### src/rtl/imm_extend_pipe_if.sv
// Handshake bundle for the buffered immediate extender: producer-side instruction
// stream in, consumer-side extended-immediate stream out, plus occupancy.
interface imm_extend_pipe_if #(
    parameter int XLEN  = 32,
    parameter int DEPTH = 2
);
    logic                    in_valid;
    logic                    in_ready;
    logic [31:0]             in_instr;
    logic [2:0]              in_func;
    logic                    out_valid;
    logic                    out_ready;
    logic [XLEN-1:0]         out_imm;
    logic                    out_err;
    logic [$clog2(DEPTH):0]  count;

    modport master (
        output in_valid, in_instr, in_func, out_ready,
        input  in_ready, out_valid, out_imm, out_err, count
    );

    modport slave (
        input  in_valid, in_instr, in_func, out_ready,
        output in_ready, out_valid, out_imm, out_err, count
    );
endinterface

### src/rtl/imm_extend_pipe.sv
// RISC-V immediate extender with a DEPTH-entry result FIFO so decode can run
// ahead of a stalled consumer.
module imm_extend_pipe #(
    parameter int XLEN  = 32,
    parameter int DEPTH = 2
) (
    input  logic              clk,
    input  logic              rst_n,
    imm_extend_pipe_if.slave  bus
);
    localparam int PW = $clog2(DEPTH);
    localparam int CW = PW + 1;

    function automatic logic [XLEN-1:0] ext_imm(input logic [31:7] instr,
                                                 input logic [2:0]  func);
        logic signed [31:0] v;
        logic [XLEN-1:0]    r;
        v = '0;
        r = '0;
        case (func)
            3'b000: v = 32'($signed(instr[31:20]));
            3'b001: v = 32'($signed({instr[31:25], instr[11:7]}));
            3'b010: v = 32'($signed({instr[31], instr[7], instr[30:25], instr[11:8], 1'b0}));
            3'b011: v = 32'($signed({instr[31], instr[19:12], instr[20], instr[30:21], 1'b0}));
            3'b100: v = $signed({instr[31:12], 12'b0});
            default: v = '0;
        endcase
        // Signed size cast sign-extends the 32-bit result to XLEN.
        r = XLEN'(v);
        if (func == 3'b101) r = XLEN'(instr[19:15]);
        if (func == 3'b110) r = (XLEN == 64) ? XLEN'(instr[25:20]) : XLEN'(instr[24:20]);
        return r;
    endfunction

    logic [XLEN-1:0] imm_mem_q [DEPTH];
    logic            err_mem_q [DEPTH];

    logic [PW-1:0]   wr_ptr_q, wr_ptr_d;
    logic [PW-1:0]   rd_ptr_q, rd_ptr_d;
    logic [CW-1:0]   count_q,  count_d;
    logic [XLEN-1:0] last_imm_q, last_imm_d;
    logic            last_err_q, last_err_d;

    logic            full, empty, push, pop;
    logic [XLEN-1:0] new_imm;
    logic            new_err;
    logic            unused_instr;

    assign unused_instr = ^bus.in_instr[6:0];

    assign full    = (count_q == CW'(DEPTH));
    assign empty   = (count_q == '0);
    assign push    = bus.in_valid && !full;
    assign pop     = !empty && bus.out_ready;
    assign new_imm = ext_imm(bus.in_instr[31:7], bus.in_func);
    assign new_err = (bus.in_func == 3'b111);

    always_comb begin
        wr_ptr_d   = wr_ptr_q;
        rd_ptr_d   = rd_ptr_q;
        count_d    = count_q;
        last_imm_d = last_imm_q;
        last_err_d = last_err_q;
        if (push) wr_ptr_d = wr_ptr_q + PW'(1);
        if (pop) begin
            rd_ptr_d   = rd_ptr_q + PW'(1);
            last_imm_d = imm_mem_q[rd_ptr_q];
            last_err_d = err_mem_q[rd_ptr_q];
        end
        case ({push, pop})
            2'b10:   count_d = count_q + CW'(1);
            2'b01:   count_d = count_q - CW'(1);
            default: count_d = count_q;
        endcase
    end

    always_ff @(posedge clk or negedge rst_n) begin
        if (!rst_n) begin
            wr_ptr_q   <= '0;
            rd_ptr_q   <= '0;
            count_q    <= '0;
            last_imm_q <= '0;
            last_err_q <= 1'b0;
        end else begin
            wr_ptr_q   <= wr_ptr_d;
            rd_ptr_q   <= rd_ptr_d;
            count_q    <= count_d;
            last_imm_q <= last_imm_d;
            last_err_q <= last_err_d;
        end
    end

    // Storage is intentionally unreset; only occupancy decides what is valid.
    always_ff @(posedge clk) begin
        if (push) begin
            imm_mem_q[wr_ptr_q] <= new_imm;
            err_mem_q[wr_ptr_q] <= new_err;
        end
    end

    assign bus.in_ready  = !full;
    assign bus.out_valid = !empty;
    assign bus.count     = count_q;
    assign bus.out_imm   = empty ? last_imm_q : imm_mem_q[rd_ptr_q];
    assign bus.out_err   = empty ? last_err_q : err_mem_q[rd_ptr_q];
endmodule

### src/flat_wrapper.sv
// flat-port wrapper written by rule: the top's interface ports become plain ports
module imm_extend_pipe_flat 
#(
    parameter int XLEN  = 32,
    parameter int DEPTH = 2
)
  (clk, rst_n, bus_in_valid, bus_in_instr, bus_in_func, bus_out_ready, bus_in_ready, bus_out_valid, bus_out_imm, bus_out_err, bus_count);
  imm_extend_pipe_if #(.XLEN(XLEN), .DEPTH(DEPTH)) bus_i ();
  input  logic clk;
  input  logic rst_n;
  input wire logic [$bits(bus_i.in_valid)-1:0] bus_in_valid;
  input wire logic [$bits(bus_i.in_instr)-1:0] bus_in_instr;
  input wire logic [$bits(bus_i.in_func)-1:0] bus_in_func;
  input wire logic [$bits(bus_i.out_ready)-1:0] bus_out_ready;
  output wire logic [$bits(bus_i.in_ready)-1:0] bus_in_ready;
  output wire logic [$bits(bus_i.out_valid)-1:0] bus_out_valid;
  output wire logic [$bits(bus_i.out_imm)-1:0] bus_out_imm;
  output wire logic [$bits(bus_i.out_err)-1:0] bus_out_err;
  output wire logic [$bits(bus_i.count)-1:0] bus_count;
  assign bus_i.in_valid = bus_in_valid;
  assign bus_i.in_instr = bus_in_instr;
  assign bus_i.in_func = bus_in_func;
  assign bus_i.out_ready = bus_out_ready;
  assign bus_in_ready = bus_i.in_ready;
  assign bus_out_valid = bus_i.out_valid;
  assign bus_out_imm = bus_i.out_imm;
  assign bus_out_err = bus_i.out_err;
  assign bus_count = bus_i.count;
  imm_extend_pipe #(.XLEN(XLEN), .DEPTH(DEPTH)) u_core (.clk(clk), .rst_n(rst_n), .bus(bus_i));
endmodule
### config.mk
export PLATFORM = sky130hd
export DESIGN_NAME = imm_extend_pipe_flat
export DESIGN_NICKNAME = d
export VERILOG_FILES = /design/src/rtl/imm_extend_pipe_if.sv /design/src/rtl/imm_extend_pipe.sv /design/src/flat_wrapper.sv
export SDC_FILE = /design/constraint.sdc
export NUM_CORES = 1
export LEC_CHECK = 0
export ABC_AREA = 1
export BUFFER_PORTS_ARGS = -buffer_cell sky130_fd_sc_hd__buf_2
export CAP_MARGIN = 20
export CELL_PAD_IN_SITES_DETAIL_PLACEMENT = 0
export CELL_PAD_IN_SITES_GLOBAL_PLACEMENT = 1
export CORE_MARGIN = 3
export CORE_UTILIZATION = 45
export DETAILED_ROUTE_END_ITERATION = 8
export PLACE_DENSITY = 0.91
export SLEW_MARGIN = 20
export SYNTH_ARGS = -nofsm -noshare
export SYNTH_HDL_FRONTEND = slang
export SYNTH_SLANG_ARGS = --single-unit
### constraint.sdc
create_clock -name clk -period 7.15 [get_ports clk]
set_clock_uncertainty 0.05 [all_clocks]
set_input_delay 0.3575 -clock clk [delete_from_list [all_inputs] [get_ports clk]]
set_output_delay 0.3575 -clock clk [all_outputs]
set_load 0.02 [all_outputs]
==> flow_summary.yaml <==
setup_path:
  cp_common_cell: "nand2_1"
  endpoint_kind: "output pin"
  reg2reg_depth: 5
  worstPathArrival_ns: 2.12
  cpMaxStageDelayCell: "inv_2"
  reg2reg_to: "u_core.bus.count[1]"
  critPathCapture: "bus_out_imm[0]"
  worst_ep_required_time_ns: 6.74
  crit_buf_inv: 3
  path_class: "reg -> out"
  cp-start-kind: "flop"
  critPathTopFamily: "buffers and inverters"
  slowest_delay_ns: 0.48
  rrSetupSlack_ns: 5.12
  worstSetupPathDepth: 7
  worst-path-max-fanout: 35
  r2r-start: "u_core.bus.count[0]"
  crit_chain: "buf_4 > inv_2 > nand2_1 > nand2_1 > nand2_1 > o21ai_1 > buf_2"
  cp-startpoint: "u_core.rd_ptr_q"
clocking:
  root_buffer: "clkbuf_8"
  path_clk_slew_ns: 0.10
  htree_levels: 3
  cts_hold_buf: 0
  numClockSinks: 103
  cts_made_buffers: 9
  cts_buffer_depth: 2
  post_cts_buffers: 0
  clock_latency_ns: 0.36
  cts_tree: "done"
  cts_resized: 0
sta:
  hold_violations: 0
  fin_crit_ns: 2.52
  whs_ns: 0.0388
  finalCritPeriodShare_pct: 35.3
  rsz0062_at_grt: "false"
  tightest_slew_ns: 0.847
  slew_viol_final: 0
  tns_ns: 0
  slew_headroom_pct: 43.5
  finalSetupViolations: 0
  max_freq_ghz: 0.396
floorplanning:
  ios: 76
  die_area_um2: 11800
  fp.dieW_um: 109
  rows: 36
  core_um2: 10000
  initial_core_util_pct: 47.3
  die_height_um: 109
route:
  ant_nets: 0
  post_drt_wl_per_cell_um: 13.4
  wl_um: 9370
  viasPerCell: 4.86
  drt_iter0_markers: 151
  first_pass_iters: 5
  dr_total_vias: 3385
  drc_errors: 0
yosys:
  ys.flop_type: "edfxtp_1"
  async_reset_ff_share_pct: 35.9
  seq_area_frac_synth_pct: 61.4
  yosysWarnings: 0
  synth.area.top_cells: "edfxtp_1, dfrtp_1, nand2_1"
  syn-mean-instance-area_um2: 9.45
  synth-edff-count: 66
  syn_area_um2: 4730
  syn_nets: 541
  yosysTopAreaCell: "edfxtp_1"
  syn_inst: 501
  netlist.area_leader.share_pct: 41.9
  synth.distinct_cells: 29
  synth-seq-cells: 103
global_route:
  antenna_found_initial: 0
  grt_max_degree: 69
  grt_pass1_vias: 3135
  grt_usage_pct: 16.4
  grt_pass1_wl_um: 15100
  grt_overflow: 0
placement:
  hpwl_um: 6270
  dpl.cell_count: 681
  port-buffer-count: 68
  globalplace.congestion: 0.922
layout:
  final_cell_mix: "nand2_1, buf_2, edfxtp_1, o21ai_0, inv_1"
  nets: 599
  instances_no_fill: 697
  antenna_cells: 0
  fin_util_pct: 52.7
  mostFrequentLayoutCell: "nand2_1"
  syn_to_final_growth_pct: 11.4
  drive_above_1_share_pct: 19.5
pwr:
  p_leak_nw: 2.44
  ir_worst_vdd_mv: 0.224
  p_per_area_nw_per_um2: 426
run_status:
  status: "finished, final reports clean"
hold_path:
  min_path_type: "in -> async"
run:
  max_cap_viol_count: 0
-- metrics by stage --
step                instance area [um2]  worst slack, ns  power, mW
global placement                   5090             4.86       1.91
global route                       5270             4.43       2.43
finish                             5270             4.63       2.25
CTS                                5270             4.42       2.27
detailed placement                 5090             4.83       1.95
floorplan                          4730             4.31       1.68
-- report_power, final --
| part | leakage, nW | switching, mW | internal (mW) |
|---|---|---|---|
| clock network | 0.0910 | 0.197 | 0.129 |
| registers | 1.08 | 0.0533 | 0.840 |
| logic | 1.27 | 0.732 | 0.296 |
-- cell usage after synthesis (3+ instances only) --
| cell type | n |
|---|---|
| buf_2 | 12 |
| dfrtp_1 | 37 |
| o21ai_0 | 50 |
| nand3_1 | 7 |
| buf_4 | 3 |
| edfxtp_1 | 66 |
| inv_1 | 44 |
| buf_6 | 6 |
| nand4_1 | 11 |
| inv_2 | 3 |
| nor2_1 | 12 |
| o21ai_1 | 10 |
| nand2_1 | 210 |
| o21ai_2 | 13 |
-- final cells by class --
cell class	count	area, um2
Sequential cell	103	2910
Timing Repair Buffer	71	363
Tap cell	133	166
Inverter	47	176
Fill cell	931	4730
Clock buffer	10	128
Clock inverter	6	45.0
Multi-Input combinational cell	327	1490
-- layer usage --
metal	track usage, %	share of wire [%]	up-vias	routed length [um]
met5	0	0	-	0
met4	5.32	1.2	0	108
met3	2.81	5.6	10	525
met2	26.0	49	90	4540
met1	23.1	45	1545	4190
li1	-	-	1740	-
-- state kept, by name, summed over array words and instances, names as in the netlist --
name and count:
u_core.imm_mem_q 64, u_core.bus.count 2, u_core.last_imm_q 32, u_core.err_mem_q 2, u_core.rd_ptr_q 1, u_core.last_err_q 1, u_core.wr_ptr_q 1
-- how the worst min path moves through the flow --
stage / from / end / slack, ns / depth (start not counted)
after floorplan: rst_n / u_core.bus.count[0] / 0.01 / 0
after global placement: u_core.last_imm_q[8] / u_core.last_imm_q[8] / 0.45 / 2
after detailed placement: u_core.last_err_q / u_core.last_err_q / 0.46 / 2
after CTS: rst_n / u_core.last_imm_q[27] / 0.08 / 1
after global routing: rst_n / u_core.last_imm_q[27] / 0.11 / 1
final: rst_n / u_core.last_imm_q[27] / 0.04 / 1
-- logic make-up after synthesis --
group / after synthesis / synth area share (%)
AND/OR/NAND/NOR: 245 / 20.8
adder cells (fa/ha/maj): 1 / 0.264
flip-flops: 103 / 61.4
AO/OA/AOI/OAI: 78 / 9.60
buffers and inverters: 71 / 7.40
XOR/XNOR: 3 / 0.555
Power figures use the tool's default switching activity.
